==> config.mk <==
export PLATFORM = sky130hd
export DESIGN_NAME = axi4_lite_cmd_master_flat
export DESIGN_NICKNAME = d
export VERILOG_FILES = /design/src/rtl/axi4_lite_cmd_master_pkg.sv /design/src/rtl/axi4_lite_if.sv /design/src/rtl/axi4_lite_cmd_master.sv /design/src/flat_wrapper.sv
export SDC_FILE = /design/constraint.sdc
export NUM_CORES = 1
export LEC_CHECK = 0
export CAP_MARGIN = 10
export CORE_AREA = 2 2 110 112
export CTS_CLUSTER_SIZE = 20
export DETAILED_ROUTE_END_ITERATION = 8
export DIE_AREA = 0 0 112 114
export DONT_BUFFER_PORTS = 1
export SYNTH_ARGS = -nofsm -noshare
export SYNTH_HDL_FRONTEND = slang
export SYNTH_SLANG_ARGS = --single-unit
==> constraint.sdc <==
create_clock -name clk_i -period 1.65 [get_ports clk_i]
set_clock_uncertainty 0.1 [all_clocks]
set_input_delay 0.4125 -clock clk_i [delete_from_list [all_inputs] [get_ports clk_i]]
set_output_delay 0.4125 -clock clk_i [all_outputs]
set_load 0.01 [all_outputs]
==> src/rtl/axi4_lite_cmd_master_pkg.sv <==
// Shared types and constants for the AXI4-Lite command master.
// State encoding, AXI response codes and a response classification helper.
package axi4_lite_cmd_master_pkg;

  typedef enum logic [2:0] {
    IDLE = 3'd0,
    WR   = 3'd1,
    WR_B = 3'd2,
    RD_A = 3'd3,
    RD_D = 3'd4,
    RSP  = 3'd5
  } state_e;

  localparam logic [1:0] RESP_OKAY   = 2'b00;
  localparam logic [1:0] RESP_EXOKAY = 2'b01;
  localparam logic [1:0] RESP_SLVERR = 2'b10;
  localparam logic [1:0] RESP_DECERR = 2'b11;

  // Anything but OKAY counts toward the error statistics, EXOKAY included.
  function automatic logic resp_is_err(input logic [1:0] resp);
    return resp != RESP_OKAY;
  endfunction

endpackage

==> src/rtl/axi4_lite_if.sv <==
// AXI4-Lite bus bundle with master and slave views.
interface axi4_lite_if #(
  parameter int ADDR_W = 32
);

  logic [ADDR_W-1:0] awaddr;
  logic [2:0]        awprot;
  logic              awvalid;
  logic              awready;
  logic [31:0]       wdata;
  logic [3:0]        wstrb;
  logic              wvalid;
  logic              wready;
  logic [1:0]        bresp;
  logic              bvalid;
  logic              bready;
  logic [ADDR_W-1:0] araddr;
  logic [2:0]        arprot;
  logic              arvalid;
  logic              arready;
  logic [31:0]       rdata;
  logic [1:0]        rresp;
  logic              rvalid;
  logic              rready;

  modport master (
    output awaddr, awprot, awvalid, input awready,
    output wdata, wstrb, wvalid, input wready,
    input bresp, bvalid, output bready,
    output araddr, arprot, arvalid, input arready,
    input rdata, rresp, rvalid, output rready
  );

  modport slave (
    input awaddr, awprot, awvalid, output awready,
    input wdata, wstrb, wvalid, output wready,
    output bresp, bvalid, input bready,
    input araddr, arprot, arvalid, output arready,
    output rdata, rresp, rvalid, input rready
  );

endinterface

==> src/rtl/axi4_lite_cmd_master.sv <==
// Single-outstanding AXI4-Lite initiator: one register command in, one full
// bus transaction out, one response back, plus a saturating error counter.
module axi4_lite_cmd_master
  import axi4_lite_cmd_master_pkg::*;
#(
  parameter int ADDR_W    = 32,
  parameter int ERR_CNT_W = 16
) (
  input  logic                 clk_i,
  input  logic                 rst_n_i,
  input  logic                 cmd_valid_i,
  output logic                 cmd_ready_o,
  input  logic                 cmd_write_i,
  input  logic [ADDR_W-1:0]    cmd_addr_i,
  input  logic [31:0]          cmd_wdata_i,
  input  logic [3:0]           cmd_wstrb_i,
  output logic                 rsp_valid_o,
  input  logic                 rsp_ready_i,
  output logic                 rsp_write_o,
  output logic [31:0]          rsp_rdata_o,
  output logic [1:0]           rsp_resp_o,
  output logic                 busy_o,
  output logic [ERR_CNT_W-1:0] err_cnt_o,
  axi4_lite_if.master          csr_o
);

  state_e                state_reg;
  logic                  aw_valid_reg;
  logic                  w_valid_reg;
  logic                  ar_valid_reg;
  logic                  b_ready_reg;
  logic                  r_ready_reg;
  logic                  rsp_valid_reg;
  logic                  write_reg;
  logic [ADDR_W-1:0]     addr_reg;
  logic [31:0]           wdata_reg;
  logic [3:0]            wstrb_reg;
  logic [31:0]           rdata_reg;
  logic [1:0]            resp_reg;
  logic [ERR_CNT_W-1:0]  err_cnt_reg;

  logic aw_hs;
  logic w_hs;
  logic b_hs;
  logic r_hs;
  logic aw_done;
  logic w_done;
  logic err_event;

  assign aw_hs = aw_valid_reg & csr_o.awready;
  assign w_hs  = w_valid_reg & csr_o.wready;
  assign b_hs  = b_ready_reg & csr_o.bvalid;
  assign r_hs  = r_ready_reg & csr_o.rvalid;

  // Inside WR a dropped valid means that channel already completed.
  assign aw_done = !aw_valid_reg || aw_hs;
  assign w_done  = !w_valid_reg || w_hs;

  assign err_event = (b_hs && resp_is_err(csr_o.bresp)) ||
                     (r_hs && resp_is_err(csr_o.rresp));

  always_ff @(posedge clk_i or negedge rst_n_i) begin
    if (!rst_n_i) begin
      state_reg     <= IDLE;
      aw_valid_reg  <= 1'b0;
      w_valid_reg   <= 1'b0;
      ar_valid_reg  <= 1'b0;
      b_ready_reg   <= 1'b0;
      r_ready_reg   <= 1'b0;
      rsp_valid_reg <= 1'b0;
      write_reg     <= 1'b0;
      addr_reg      <= '0;
      wdata_reg     <= '0;
      wstrb_reg     <= '0;
      rdata_reg     <= '0;
      resp_reg      <= '0;
      err_cnt_reg   <= '0;
    end else begin
      if (err_event && (err_cnt_reg != '1)) begin
        err_cnt_reg <= err_cnt_reg + ERR_CNT_W'(1);
      end

      case (state_reg)
        IDLE: begin
          if (cmd_valid_i) begin
            write_reg <= cmd_write_i;
            addr_reg  <= cmd_addr_i;
            wdata_reg <= cmd_wdata_i;
            wstrb_reg <= cmd_wstrb_i;
            if (cmd_write_i) begin
              aw_valid_reg <= 1'b1;
              w_valid_reg  <= 1'b1;
              state_reg    <= WR;
            end else begin
              ar_valid_reg <= 1'b1;
              state_reg    <= RD_A;
            end
          end
        end

        WR: begin
          if (aw_hs) aw_valid_reg <= 1'b0;
          if (w_hs)  w_valid_reg  <= 1'b0;
          if (aw_done && w_done) begin
            b_ready_reg <= 1'b1;
            state_reg   <= WR_B;
          end
        end

        WR_B: begin
          if (b_hs) begin
            resp_reg      <= csr_o.bresp;
            rdata_reg     <= '0;
            b_ready_reg   <= 1'b0;
            rsp_valid_reg <= 1'b1;
            state_reg     <= RSP;
          end
        end

        RD_A: begin
          if (ar_valid_reg && csr_o.arready) begin
            ar_valid_reg <= 1'b0;
            r_ready_reg  <= 1'b1;
            state_reg    <= RD_D;
          end
        end

        RD_D: begin
          if (r_hs) begin
            rdata_reg     <= csr_o.rdata;
            resp_reg      <= csr_o.rresp;
            r_ready_reg   <= 1'b0;
            rsp_valid_reg <= 1'b1;
            state_reg     <= RSP;
          end
        end

        RSP: begin
          if (rsp_ready_i) begin
            rsp_valid_reg <= 1'b0;
            state_reg     <= IDLE;
          end
        end

        default: state_reg <= IDLE;
      endcase
    end
  end

  assign cmd_ready_o = (state_reg == IDLE);
  assign busy_o      = (state_reg != IDLE);
  assign rsp_valid_o = rsp_valid_reg;
  assign rsp_write_o = write_reg;
  assign rsp_rdata_o = rdata_reg;
  assign rsp_resp_o  = resp_reg;
  assign err_cnt_o   = err_cnt_reg;

  assign csr_o.awaddr  = addr_reg;
  assign csr_o.awprot  = 3'b000;
  assign csr_o.awvalid = aw_valid_reg;
  assign csr_o.wdata   = wdata_reg;
  assign csr_o.wstrb   = wstrb_reg;
  assign csr_o.wvalid  = w_valid_reg;
  assign csr_o.bready  = b_ready_reg;
  assign csr_o.araddr  = addr_reg;
  assign csr_o.arprot  = 3'b000;
  assign csr_o.arvalid = ar_valid_reg;
  assign csr_o.rready  = r_ready_reg;

endmodule

==> src/flat_wrapper.sv <==
// flat-port wrapper written by rule: the top's interface ports become plain ports
module axi4_lite_cmd_master_flat import axi4_lite_cmd_master_pkg::*;
#(
  parameter int ADDR_W    = 32,
  parameter int ERR_CNT_W = 16
)
  (clk_i, rst_n_i, cmd_valid_i, cmd_ready_o, cmd_write_i, cmd_addr_i, cmd_wdata_i, cmd_wstrb_i, rsp_valid_o, rsp_ready_i, rsp_write_o, rsp_rdata_o, rsp_resp_o, busy_o, err_cnt_o, csr_o_awaddr, csr_o_awprot, csr_o_awvalid, csr_o_awready, csr_o_wdata, csr_o_wstrb, csr_o_wvalid, csr_o_wready, csr_o_bresp, csr_o_bvalid, csr_o_bready, csr_o_araddr, csr_o_arprot, csr_o_arvalid, csr_o_arready, csr_o_rdata, csr_o_rresp, csr_o_rvalid, csr_o_rready);
  axi4_lite_if #(.ADDR_W(ADDR_W)) csr_o_i ();
  input  logic clk_i;
  input  logic rst_n_i;
  input  logic cmd_valid_i;
  output logic cmd_ready_o;
  input  logic cmd_write_i;
  input  logic [ADDR_W-1:0] cmd_addr_i;
  input  logic [31:0] cmd_wdata_i;
  input  logic [3:0] cmd_wstrb_i;
  output logic rsp_valid_o;
  input  logic rsp_ready_i;
  output logic rsp_write_o;
  output logic [31:0] rsp_rdata_o;
  output logic [1:0] rsp_resp_o;
  output logic busy_o;
  output logic [ERR_CNT_W-1:0] err_cnt_o;
  output wire logic [$bits(csr_o_i.awaddr)-1:0] csr_o_awaddr;
  output wire logic [$bits(csr_o_i.awprot)-1:0] csr_o_awprot;
  output wire logic [$bits(csr_o_i.awvalid)-1:0] csr_o_awvalid;
  input wire logic [$bits(csr_o_i.awready)-1:0] csr_o_awready;
  output wire logic [$bits(csr_o_i.wdata)-1:0] csr_o_wdata;
  output wire logic [$bits(csr_o_i.wstrb)-1:0] csr_o_wstrb;
  output wire logic [$bits(csr_o_i.wvalid)-1:0] csr_o_wvalid;
  input wire logic [$bits(csr_o_i.wready)-1:0] csr_o_wready;
  input wire logic [$bits(csr_o_i.bresp)-1:0] csr_o_bresp;
  input wire logic [$bits(csr_o_i.bvalid)-1:0] csr_o_bvalid;
  output wire logic [$bits(csr_o_i.bready)-1:0] csr_o_bready;
  output wire logic [$bits(csr_o_i.araddr)-1:0] csr_o_araddr;
  output wire logic [$bits(csr_o_i.arprot)-1:0] csr_o_arprot;
  output wire logic [$bits(csr_o_i.arvalid)-1:0] csr_o_arvalid;
  input wire logic [$bits(csr_o_i.arready)-1:0] csr_o_arready;
  input wire logic [$bits(csr_o_i.rdata)-1:0] csr_o_rdata;
  input wire logic [$bits(csr_o_i.rresp)-1:0] csr_o_rresp;
  input wire logic [$bits(csr_o_i.rvalid)-1:0] csr_o_rvalid;
  output wire logic [$bits(csr_o_i.rready)-1:0] csr_o_rready;
  assign csr_o_awaddr = csr_o_i.awaddr;
  assign csr_o_awprot = csr_o_i.awprot;
  assign csr_o_awvalid = csr_o_i.awvalid;
  assign csr_o_i.awready = csr_o_awready;
  assign csr_o_wdata = csr_o_i.wdata;
  assign csr_o_wstrb = csr_o_i.wstrb;
  assign csr_o_wvalid = csr_o_i.wvalid;
  assign csr_o_i.wready = csr_o_wready;
  assign csr_o_i.bresp = csr_o_bresp;
  assign csr_o_i.bvalid = csr_o_bvalid;
  assign csr_o_bready = csr_o_i.bready;
  assign csr_o_araddr = csr_o_i.araddr;
  assign csr_o_arprot = csr_o_i.arprot;
  assign csr_o_arvalid = csr_o_i.arvalid;
  assign csr_o_i.arready = csr_o_arready;
  assign csr_o_i.rdata = csr_o_rdata;
  assign csr_o_i.rresp = csr_o_rresp;
  assign csr_o_i.rvalid = csr_o_rvalid;
  assign csr_o_rready = csr_o_i.rready;
  axi4_lite_cmd_master #(.ADDR_W(ADDR_W), .ERR_CNT_W(ERR_CNT_W)) u_core (.clk_i(clk_i), .rst_n_i(rst_n_i), .cmd_valid_i(cmd_valid_i), .cmd_ready_o(cmd_ready_o), .cmd_write_i(cmd_write_i), .cmd_addr_i(cmd_addr_i), .cmd_wdata_i(cmd_wdata_i), .cmd_wstrb_i(cmd_wstrb_i), .rsp_valid_o(rsp_valid_o), .rsp_ready_i(rsp_ready_i), .rsp_write_o(rsp_write_o), .rsp_rdata_o(rsp_rdata_o), .rsp_resp_o(rsp_resp_o), .busy_o(busy_o), .err_cnt_o(err_cnt_o), .csr_o(csr_o_i));
endmodule
Word-level counts from Yosys, hierarchy flattened. Cells that the tools add are included.

Mux-type cells: 34. Bitwise gates (word level): 4. Equal/unequal tests: 16. Add/subtract/negate cells: 1. Reduce and logical (&&, ||, !) cells: 29.

Operators by type and width (count): 2-to-1 mux 32 bit (2); case mux 32 bit (2 select lines) (1); 2-to-1 mux 3 bit (6); case mux 3 bit (6 select lines) (1); adder 16 x 1 -> 16 bit, second input constant (1); inequality test 16 bit, second input constant (1); AND reduction 4 bit (4); 2-to-1 mux 1 bit (14); inequality test 2 x 1 -> 1 bit, second input constant (7); nonzero test 2 bit (7); case mux 1 bit (2 select lines) (5); AND reduction 3 bit (3); equality test 3 x 2 -> 1 bit, second input constant (2); equality test 3 bit, second input constant (2); 2-to-1 mux 2 bit (3); inequality test 2 bit, second input constant (3); AND reduction 6 bit (1); nonzero test 3 bit (2); logical AND 1 bit (5); bitwise AND 1 bit (4); case mux 2 bit (2 select lines) (1); equality test 3 x 1 -> 1 bit, second input constant (1); logical NOT 3 bit (1); logical OR 1 bit (3); 3 further kinds (4).

Logic and storage cells: 98. Bits in registers: 128. Output and inout port bits: 165.

Depth between registers and ports, before layout. Gate-level depths: netlist of the first run.

Word-level depth: 5. Depth in mapped cells: 7. Depth with buffers taken out: 5.

Worst setup path before layout of the first run. OpenSTA, ideal clock, no wires.

Path type: flip-flop to flip-flop. Start: reg u_core.err_cnt_reg[0] (netlist: u_core.err_cnt_o[0]). End: reg u_core.err_cnt_reg[1] (netlist: u_core.err_cnt_o[1]). Slack: -0.245 ns. Buffers on the path: 0. Arrival time: 1.670 ns. Period minus slack after synthesis: 1.895 ns. Required time: 1.425 ns. Cell stages (with the launch flop): 6. Cell sequence: dfrtp_1 > ha_1 > nand4_1 > or4_1 > and2_4 > mux2_4.

Cells in the longest elaborated chain, start to end: 2. Elaborated cells on any way between the ends: 3.

Ends and longest elaborated chain: start, declared (RTL line axi4_lite_cmd_master.sv:40) `logic [ERR_CNT_W-1:0] err_cnt_reg;`; start signal, assigned (RTL line axi4_lite_cmd_master.sv:80) `err_cnt_reg <= err_cnt_reg + ERR_CNT_W'(1);`; parallel branches: the longest is 2 deep, another holds adder 16 x 1 -> 16 bit.

Parallel ways; which one is timed is not known. A chain may end at the register's enable or synchronous reset.

Worst setup path in the final report of the first run.
Start: reg u_core.state_reg[2]. End: out cmd_ready_o.

Cells in the longest elaborated chain, start to end: 1.

Ends and longest elaborated chain: start, declared (RTL line axi4_lite_cmd_master.sv:27) `state_e state_reg;`; start signal, assigned (RTL line axi4_lite_cmd_master.sv:64) `state_reg <= IDLE;`; start signal, assigned (RTL line axi4_lite_cmd_master.sv:93) `state_reg <= WR;`; start signal, assigned (RTL line axi4_lite_cmd_master.sv:96) `state_reg <= RD_A;`; logical NOT 3 bit (RTL line axi4_lite_cmd_master.sv:150) `assign cmd_ready_o = (state_reg == IDLE);`; end, declared (RTL line flat_wrapper.sv:12) `output logic cmd_ready_o;`.

Every way passes these cells.

==> impl_metrics.json, run 1 <==
{
  "ant_nets": 0,
  "hp-class": "in -> async",
  "drt_iter0_markers": 219,
  "synthCells": 474,
  "yosysUniqueCellTypes": 42,
  "async_reset_ff_share_pct": 100,
  "ios": 279,
  "overflow": 0,
  "cts_tree": "done",
  "synth-edff-count": 0,
  "grt_max_degree": 129,
  "syn_avg_cell_area_sq_um": 11.6,
  "netlist_area_sq_mm": 0.00551,
  "outcome": "finished, violations left",
  "crit_arrival_ps": 1320,
  "p_int_uw": 8960,
  "fp.dieH_um": 114,
  "dp.cells": 608,
  "drv_slew": 0,
  "start_util_pct": 47.1,
  "synth_warnings": 0,
  "dp_hpwl_mm": 9.09,
  "setup_viol": 94,
  "die_area_sq_mm": 0.0128,
  "total_power_uw": 13800,
  "rsz0062_at_grt": "true",
  "max_freq_mhz": 546,
  "switching_share_pct": 35.0,
  "place.port_buffers": 0,
  "drv_cap": 0,
  "rows": 40,
  "grt_antenna_before_repair": 0,
  "grt_pass1_vias": 3531,
  "synth-seq-cells": 128,
  "clk_latency_ps": 410,
  "place_ws_ps": -181,
  "route.vias.total": 3620,
  "htree_levels": 4,
  "crit_path_max_fanout": 2,
  "yosys_most_used_dff": "dfrtp_1",
  "drt_wl_total_mm": 13.6,
  "violations": "hold timing, setup timing",
  "diodes": 0,
  "p_seq_share_pct": 45.1,
  "crit_required_ps": 1140,
  "critPathKind": "reg -> out",
  "clockRootBuffer": "clkbuf_16",
  "fin_crit_sh_pct": 111,
  "pwr-share-comb_pct": 27.6,
  "track_usage_pct": 20.4,
  "hold_violations": 128,
  "path_clk_slew_ps": 60,
  "whs_ps": -402,
  "clkPwrFrac_pct": 27.3,
  "ys_seq_area_share_pct": 58.1,
  "switchingPower_uw": 4820,
  "start_kind": "flip-flop",
  "layout.nets": 615,
  "area_growth_pct": 25.6,
  "dr.pass1.iters": 4,
  "rrSetupSlack_ps": -170,
  "cts.sinks": 128,
  "clk_path_buf_depth": 2,
  "wire_per_inst_um": 20.6,
  "fin_cells": 660,
  "core_sq_mm": 0.0117,
  "setup_ws_ps": -181,
  "die_x_um": 112,
  "grt_pass1_wl_mm": 19.8,
  "drcViolationCount": 0,
  "post-route-util_pct": 59.1,
  "gp_congestion": 0.869,
  "p_leak_uw": 0.00301,
  "drive_gt1_share_pct": 42.5,
  "pwr_density_cell_mw_per_mm2": 1990,
  "period_needed_ps": 1830,
  "tritoncts.num_buffers": 17,
  "endpoint_kind": "output port",
  "viasPerCell": 5.48,
  "worst_ir_drop_vdd_uv": 1280
}
==> cells in the mapped netlist (2+ instances only) <==
| library cell | number | area share (%) |
|---|---|---|
| nor2_1 | 7 | 0.48 |
| a21oi_1 | 8 | 0.73 |
| clkbuf_1 | 11 | 0.75 |
| mux2i_1 | 2 | 0.36 |
| xnor2_1 | 9 | 1.4 |
| and3_1 | 5 | 0.57 |
| buf_2 | 11 | 1.0 |
| o211ai_1 | 3 | 0.41 |
| and4b_1 | 2 | 0.36 |
| buf_4 | 38 | 5.2 |
| nand3_1 | 8 | 0.73 |
| nand2_1 | 83 | 5.7 |
| a211oi_1 | 2 | 0.27 |
| dfrtp_1 | 128 | 58 |
| a31oi_1 | 5 | 0.57 |
| inv_1 | 8 | 0.54 |
| mux2_2 | 72 | 15 |
| nand3b_1 | 2 | 0.27 |
| o21ai_0 | 39 | 3.5 |
| nand4_1 | 9 | 1.0 |
==> cells by family after synthesis <==
kind of cell / count (synthesis) / synth area share, %
simple gates: 124 / 10.1
buf+inv: 68 / 7.47
compound gates: 67 / 7.04
mux: 75 / 15.3
fa+ha+maj: 1 / 0.227
flops: 128 / 58.1
xor+xnor: 10 / 1.59
other cells: 1 / 0.0680
==> path summary, 6_finish.rpt <==
check / startpoint / end / cells after the start
setup / recovery: u_core.state_reg[2]$_DFFE_PN0P_ / cmd_ready_o / 3
hold / removal: rst_n_i / u_core.rsp_rdata_o[13]$_DFFE_PN0P_ / 0
setup reg to reg: u_core.err_cnt_o[7]$_DFFE_PN0P_ / u_core.err_cnt_o[1]$_DFFE_PN0P_ / 4
hold reg to reg: u_core.rsp_rdata_o[22]$_DFFE_PN0P_ / u_core.rsp_rdata_o[22]$_DFFE_PN0P_ / 2
max in group asynchronous: rst_n_i / u_core.err_cnt_o[11]$_DFFE_PN0P_ / 0
min in group clk_i: csr_o_rdata[7] / u_core.rsp_rdata_o[7]$_DFFE_PN0P_ / 2
==> power by group through the flow <==
stage / clock [uW] / combinational, uW / sequential [uW]
finish: 3770 / 3800 / 6210
global route: 4020 / 4110 / 6370
CTS: 3870 / 3320 / 6210
detailed placement: 0 / 2920 / 6260
global placement: 0 / 2800 / 6220
floorplan: 0 / 2810 / 5730
==> per-layer routing <==
metal  share of wire, %  vias to the layer above  GRT usage (%)  routed length [um]
li1                   -                     1645              -                   -
met1                 38                     1792           24.5                5230
met2                 52                      171           34.0                7050
met3                8.6                       12           7.23                1170
met4                1.3                        0           7.72                 175
met5                  0                        -              0                   0
==> critical path: stages, from the launching register on <==
cell and delay [ps]:
dfrtp_1 420, buf_6 150, nor3_4 210, buf_6 140
==> cells in the final DEF, fill, tap and decap left out, types with 9 or more instances in the layout <==
master / synthesis / routed
dfrtp_1: 128 / 128
nand2_1: 83 / 66
mux2_2: 72 / 53
buf_4: 38 / 40
mux2_4: 1 / 20
o21ai_1: 1 / 20
clkbuf_16: 0 / 20
nand2_2: 0 / 16
o21ai_2: 0 / 14
nand4_1: 9 / 9
buf_6: 0 / 9
==> stage by stage <==
step / area (sq um) / setup TNS [ps]
finish: 6920 / -3870
global route: 6920 / -9170
CTS: 6630 / -4730
detailed placement: 5740 / -1580
global placement: 5740 / -741
floorplan: 5560 / -962
==> layout make-up <==
| cell class | instances | area, sq um |
|---|---|---|
| Fill cell | 946 | 4790 |
| Sequential cell | 128 | 3200 |
| Multi-Input combinational cell | 283 | 2210 |
| Timing Repair Buffer | 62 | 692 |
| Clock buffer | 18 | 439 |
| Tap cell | 147 | 184 |
| Clock inverter | 14 | 164 |
| Inverter | 8 | 30.0 |
==> repair_timing <==
item,in CTS,in global routing
gates resized for setup,35,91
setup endpoints to repair,38,122
hold endpoints to repair,128,128
setup buffers,10,7
pin swaps,11,24
cloned,4,4
Note: power is estimated with default switching activity, not from simulation.
==> inputs of run 2 (changes only) <==
--- a/config.mk
+++ b/config.mk
@@ -11,6 +11,7 @@
 export DETAILED_ROUTE_END_ITERATION = 8
 export DIE_AREA = 0 0 112 114
 export DONT_BUFFER_PORTS = 1
+export PLACE_DENSITY = 0.6
 export SYNTH_ARGS = -nofsm -noshare
 export SYNTH_HDL_FRONTEND = slang
 export SYNTH_SLANG_ARGS = --single-unit
==> constraint.sdc (replaced) <==
create_clock -name clk_i -period 2.19 [get_ports clk_i]
set_clock_uncertainty 0.1 [all_clocks]
set_input_delay 0.5475 -clock clk_i [delete_from_list [all_inputs] [get_ports clk_i]]
set_output_delay 0.5475 -clock clk_i [all_outputs]
set_load 0.01 [all_outputs]
==> run 2 against run 1 <==
- the flow finishes with violations (hold timing)
- design area is 12% lower
- register-to-register slack gained 340 ps
- core utilization fell by 7.3 points
- worst setup slack better by 310 ps
- combinational power down 52%
- critical path type unchanged
==> impl_metrics.json, run 2 (synthesis gave the netlist of run 1 again) <==
{
  "area_growth_pct": 10.1,
  "whs_ps": -266,
  "pwr_density_cell_mw_per_mm2": 1520,
  "die_area_sq_mm": 0.0128,
  "clkPwrFrac_pct": 28.9,
  "switchingPower_uw": 3170,
  "die_x_um": 112,
  "ant_nets": 0,
  "clk_latency_ps": 410,
  "grt_max_degree": 129,
  "start_kind": "flip-flop",
  "layout.nets": 570,
  "track_usage_pct": 18.3,
  "fp.dieH_um": 114,
  "cts.sinks": 128,
  "wire_per_inst_um": 18.9,
  "overflow": 0,
  "grt_antenna_before_repair": 0,
  "crit_arrival_ps": 1410,
  "path_clk_slew_ps": 50,
  "dr.pass1.iters": 4,
  "core_sq_mm": 0.0117,
  "switching_share_pct": 34.3,
  "fin_setup_tns_ps": 0,
  "dp_hpwl_mm": 8.39,
  "htree_levels": 4,
  "drt_wl_total_mm": 11.6,
  "period_needed_ps": 2060,
  "drv_slew": 0,
  "worst_ir_drop_vdd_uv": 883,
  "p_leak_uw": 0.00261,
  "grt_pass1_wl_mm": 18.0,
  "gp_congestion": 0.764,
  "crit_required_ps": 1540,
  "cts_tree": "done",
  "hold_violations": 128,
  "fillCellCount": 1029,
  "postCtsSetupBuffers": 0,
  "route.vias.total": 3321,
  "drive_gt1_share_pct": 26.8,
  "place.port_buffers": 0,
  "rsz0062_at_grt": "false",
  "drt_iter0_markers": 197,
  "start_util_pct": 47.1,
  "ios": 279,
  "fin_crit_sh_pct": 94.0,
  "slew-limit-headroom_pct": 60.7,
  "endpoint_kind": "output port",
  "layout_common_cells": "dfrtp_1, nand2_1, mux2_2",
  "p_int_uw": 6060,
  "drv_cap": 0,
  "critPathKind": "reg -> out",
  "grt_pass1_vias": 3398,
  "drcViolationCount": 0,
  "crit_path_max_fanout": 14,
  "outcome": "finished, violations left",
  "p_seq_share_pct": 51.4,
  "clockRootBuffer": "clkbuf_16",
  "max_freq_mhz": 486,
  "pwr-share-comb_pct": 19.7,
  "hp-class": "in -> async",
  "viasPerCell": 5.42,
  "clk_path_buf_depth": 2,
  "diodes": 0,
  "worstMarginPinSlew_ps": 588,
  "rows": 40,
  "post-route-util_pct": 51.8,
  "setup_viol": 0,
  "violations": "hold timing",
  "tritoncts.num_buffers": 17,
  "layout_commonest_cell": "dfrtp_1"
}
-- run 2: power by group through the flow --
stage	Combinational [uW]	Sequential (uW)	Clock, uW
after floorplan	2090	4310	0
after global placement	1770	4790	0
after detailed placement	1840	4810	0
after CTS	1840	4780	2740
after global routing	2040	4890	2850
final	1820	4740	2660
-- run 2: cell type report --
| class | count | area (sq um) | area share (%) |
|---|---|---|---|
| clock buffers | 23 | 478 | 7.88 |
| flip-flops and latches | 128 | 3200 | 52.8 |
| clock inverters | 7 | 85.1 | 1.40 |
| repair buffers | 17 | 153 | 2.52 |
| inverters | 8 | 30.0 | 0.495 |
| well taps | 147 | 184 | 3.03 |
| multi-input cells | 283 | 1940 | 31.9 |
-- run 2: metal layers --
metal	global-route usage, %	vias to the layer above	part of all wire [%]
met5	0	-	0
li1	-	1544	-
met3	8.02	22	9.6
met2	29.6	161	49
met1	21.3	1594	40
met4	7.80	0	1.8
-- run 2: path summary, 6_finish.rpt --
path	startpoint	to	cells after the start	slack, ps
worst max-delay path	u_core.state_reg[1]$_DFFE_PN0P_	busy_o	2	130
worst min-delay path	rst_n_i	u_core.rsp_rdata_o[8]$_DFFE_PN0P_	0	-270
worst max register to register	u_core.err_cnt_o[1]$_DFFE_PN0P_	u_core.err_cnt_o[1]$_DFFE_PN0P_	5	170
worst min register to register	u_core.rsp_rdata_o[30]$_DFFE_PN0P_	u_core.rsp_rdata_o[30]$_DFFE_PN0P_	2	450
max in group asynchronous	rst_n_i	u_core.csr_o.wdata[8]$_DFFE_PN0P_	0	2110
min in group clk_i	csr_o_rdata[27]	u_core.rsp_rdata_o[27]$_DFFE_PN0P_	2	170
-- run 2: worst max-delay path, cell delays in order (launching register included) --
cell	delay, ps
dfrtp_1	510
nor3_2	350
inv_1	140
-- run 2: per-stage QoR --
stage / setup slack, ps / hold WS, ps / total power, uW / instances / area [sq um]
floorplan: 295 / 152 / 6400 / 479 / 5530
global placement: 241 / 155 / 6560 / 583 / 5500
detailed placement: 190 / 154 / 6640 / 583 / 5500
CTS: 108 / -289 / 9370 / 613 / 6070
global route: 30.3 / -296 / 9780 / 613 / 6070
finish: 132 / -266 / 9230 / 613 / 6070
-- run 2: repair_timing --
action / CTS / global route
hold endpoints to repair: 128 / 128
setup endpoints to repair: 1 / 0
gates resized for setup: 1 / 0
==> RTL edit (flow settings as in run 1) <==
Re-encode `state_e` (6 states) as one-hot, 6 bits wide.
--- a/src/rtl/axi4_lite_cmd_master_pkg.sv
+++ b/src/rtl/axi4_lite_cmd_master_pkg.sv
@@ -2,13 +2,13 @@
 // State encoding, AXI response codes and a response classification helper.
 package axi4_lite_cmd_master_pkg;
 
-  typedef enum logic [2:0] {
-    IDLE = 3'd0,
-    WR   = 3'd1,
-    WR_B = 3'd2,
-    RD_A = 3'd3,
-    RD_D = 3'd4,
-    RSP  = 3'd5
+  typedef enum logic [5:0] {
+    IDLE = 6'b000001,
+    WR   = 6'b000010,
+    WR_B = 6'b000100,
+    RD_A = 6'b001000,
+    RD_D = 6'b010000,
+    RSP  = 6'b100000
   } state_e;
 
   localparam logic [1:0] RESP_OKAY   = 2'b00;
Check against the original RTL: no difference found for any inputs over 4 cycles, from zero or initial values and one cycle with rst_n_i low; so few cycles prove little.
==> RTL edit against run 1 <==
  * The run still ends with hold timing, setup timing left
  * Area after synthesis shrank 0.30%
  * Design area grew 1.4%
  * Setup slack lost 230 ps
  * Sequential power grew 9.2%
  * Sequential cell count grew 3
  * Non-clock buffer count grew 14
  * Power grew 15%
  * Wire length shrank 7.1%
  * Largest power group unchanged
==> RTL edit: results (changes against run 1) <==
[run_status]
status = finished with violations
violations = hold timing, setup timing

[cells_and_area]
fin_nets = 557  ; -9.4%
buffers = 76  ; +23%
utilization = 0.5997  ; +0.008547
ff_latch_area_um2 = 3282  ; +2.5%
inv_count = 10  ; +2
buf_share = 0.1233  ; +0.02334
multi_input_comb_area_um2 = 2021  ; -8.6%
comb.multi_input.count = 206  ; -27%
fillers = 894  ; -5.5%
final_layout_size_suffix_gt1_frac = 0.4769  ; +0.05197

[yosys]
netlist_top_cells_count = dfrtp_1 (130), mux2_2 (66), buf_4 (40)
synth_adder_area_share = 0.002277  ; +0.000006719
post_synth_num_cell_types = 48  ; +14%
synthMuxAreaShare = 0.1473  ; -0.006149
synth-compound-area-share = 0.07741  ; +0.007039
yosysSeqAreaShare = 0.5968  ; +0.01561

[power]
swShare = 0.3383  ; -0.01133
leakage_nw = 3.305  ; +9.8%
peakVddDrop_v = 0.001406  ; +9.9%

[drt]
wl_met3_um = 1259  ; +7.7%
vias_per_cell = 5.444  ; -0.75%
wl_um = 12650  ; -7.1%

[critical_path]
critPathArrivalTime_ps = 1550  ; +230 ps
r2r_slack_ps = -360  ; -190 ps
cp-startpoint = u_core.state_reg[4]$_DFFE_PN0P_
r2r_cells = 7  ; +3

[global_route]
grt_use_met2 = 0.3273  ; -0.01293
grt_max_degree = 132  ; +2.3%
met3_usage = 0.09245  ; +0.02019
grt_pass1_wl_um = 19080  ; -3.7%
use_met1 = 0.2256  ; -0.01948
grt_pass1_vias = 3484  ; -1.3%
grtUsageTotal = 0.1994  ; -0.004461

[sta]
setup_slack_ps = -411.6  ; -230.2 ps
setup_viol = 117  ; +24%
hold_viol_final = 131  ; +2.3%
whs_ps = -406.9  ; -5.283 ps

[placement]
dp_slack_ps = -234.0  ; -53.19 ps
postPlaceCellArea_um2 = 5767  ; +0.55%

## RTL edit: cell types whose count changed in the layout (fill, tap and decap cells not counted), moves of 11 or more
cell     delta
o21ai_2    -14
buf_4      +11
nand2_1    -51
mux2_2     +11
mux2_4     -13
a22o_1     +32
o21ai_1    -19
nand2_2    -14
## RTL edit: timing repair
item	in CTS	in global routing
pin swaps	13	8
setup buffers	15	4
hold endpoints to repair	134	131
cloned	8	0
gates resized for setup	26	21
endpoints found under the setup margin	117	128
## RTL edit: power groups by stage
stage | clock network, mW | logic (mW) | registers, mW
2_1_floorplan | 0 | 3.56 | 6.30
3_3_place_gp | 0 | 3.57 | 6.80
3_5_place_dp | 0 | 3.70 | 6.81
4_1_cts | 4.04 | 4.92 | 6.78
5_1_grt | 4.20 | 5.50 | 6.97
6_report | 3.97 | 5.08 | 6.78
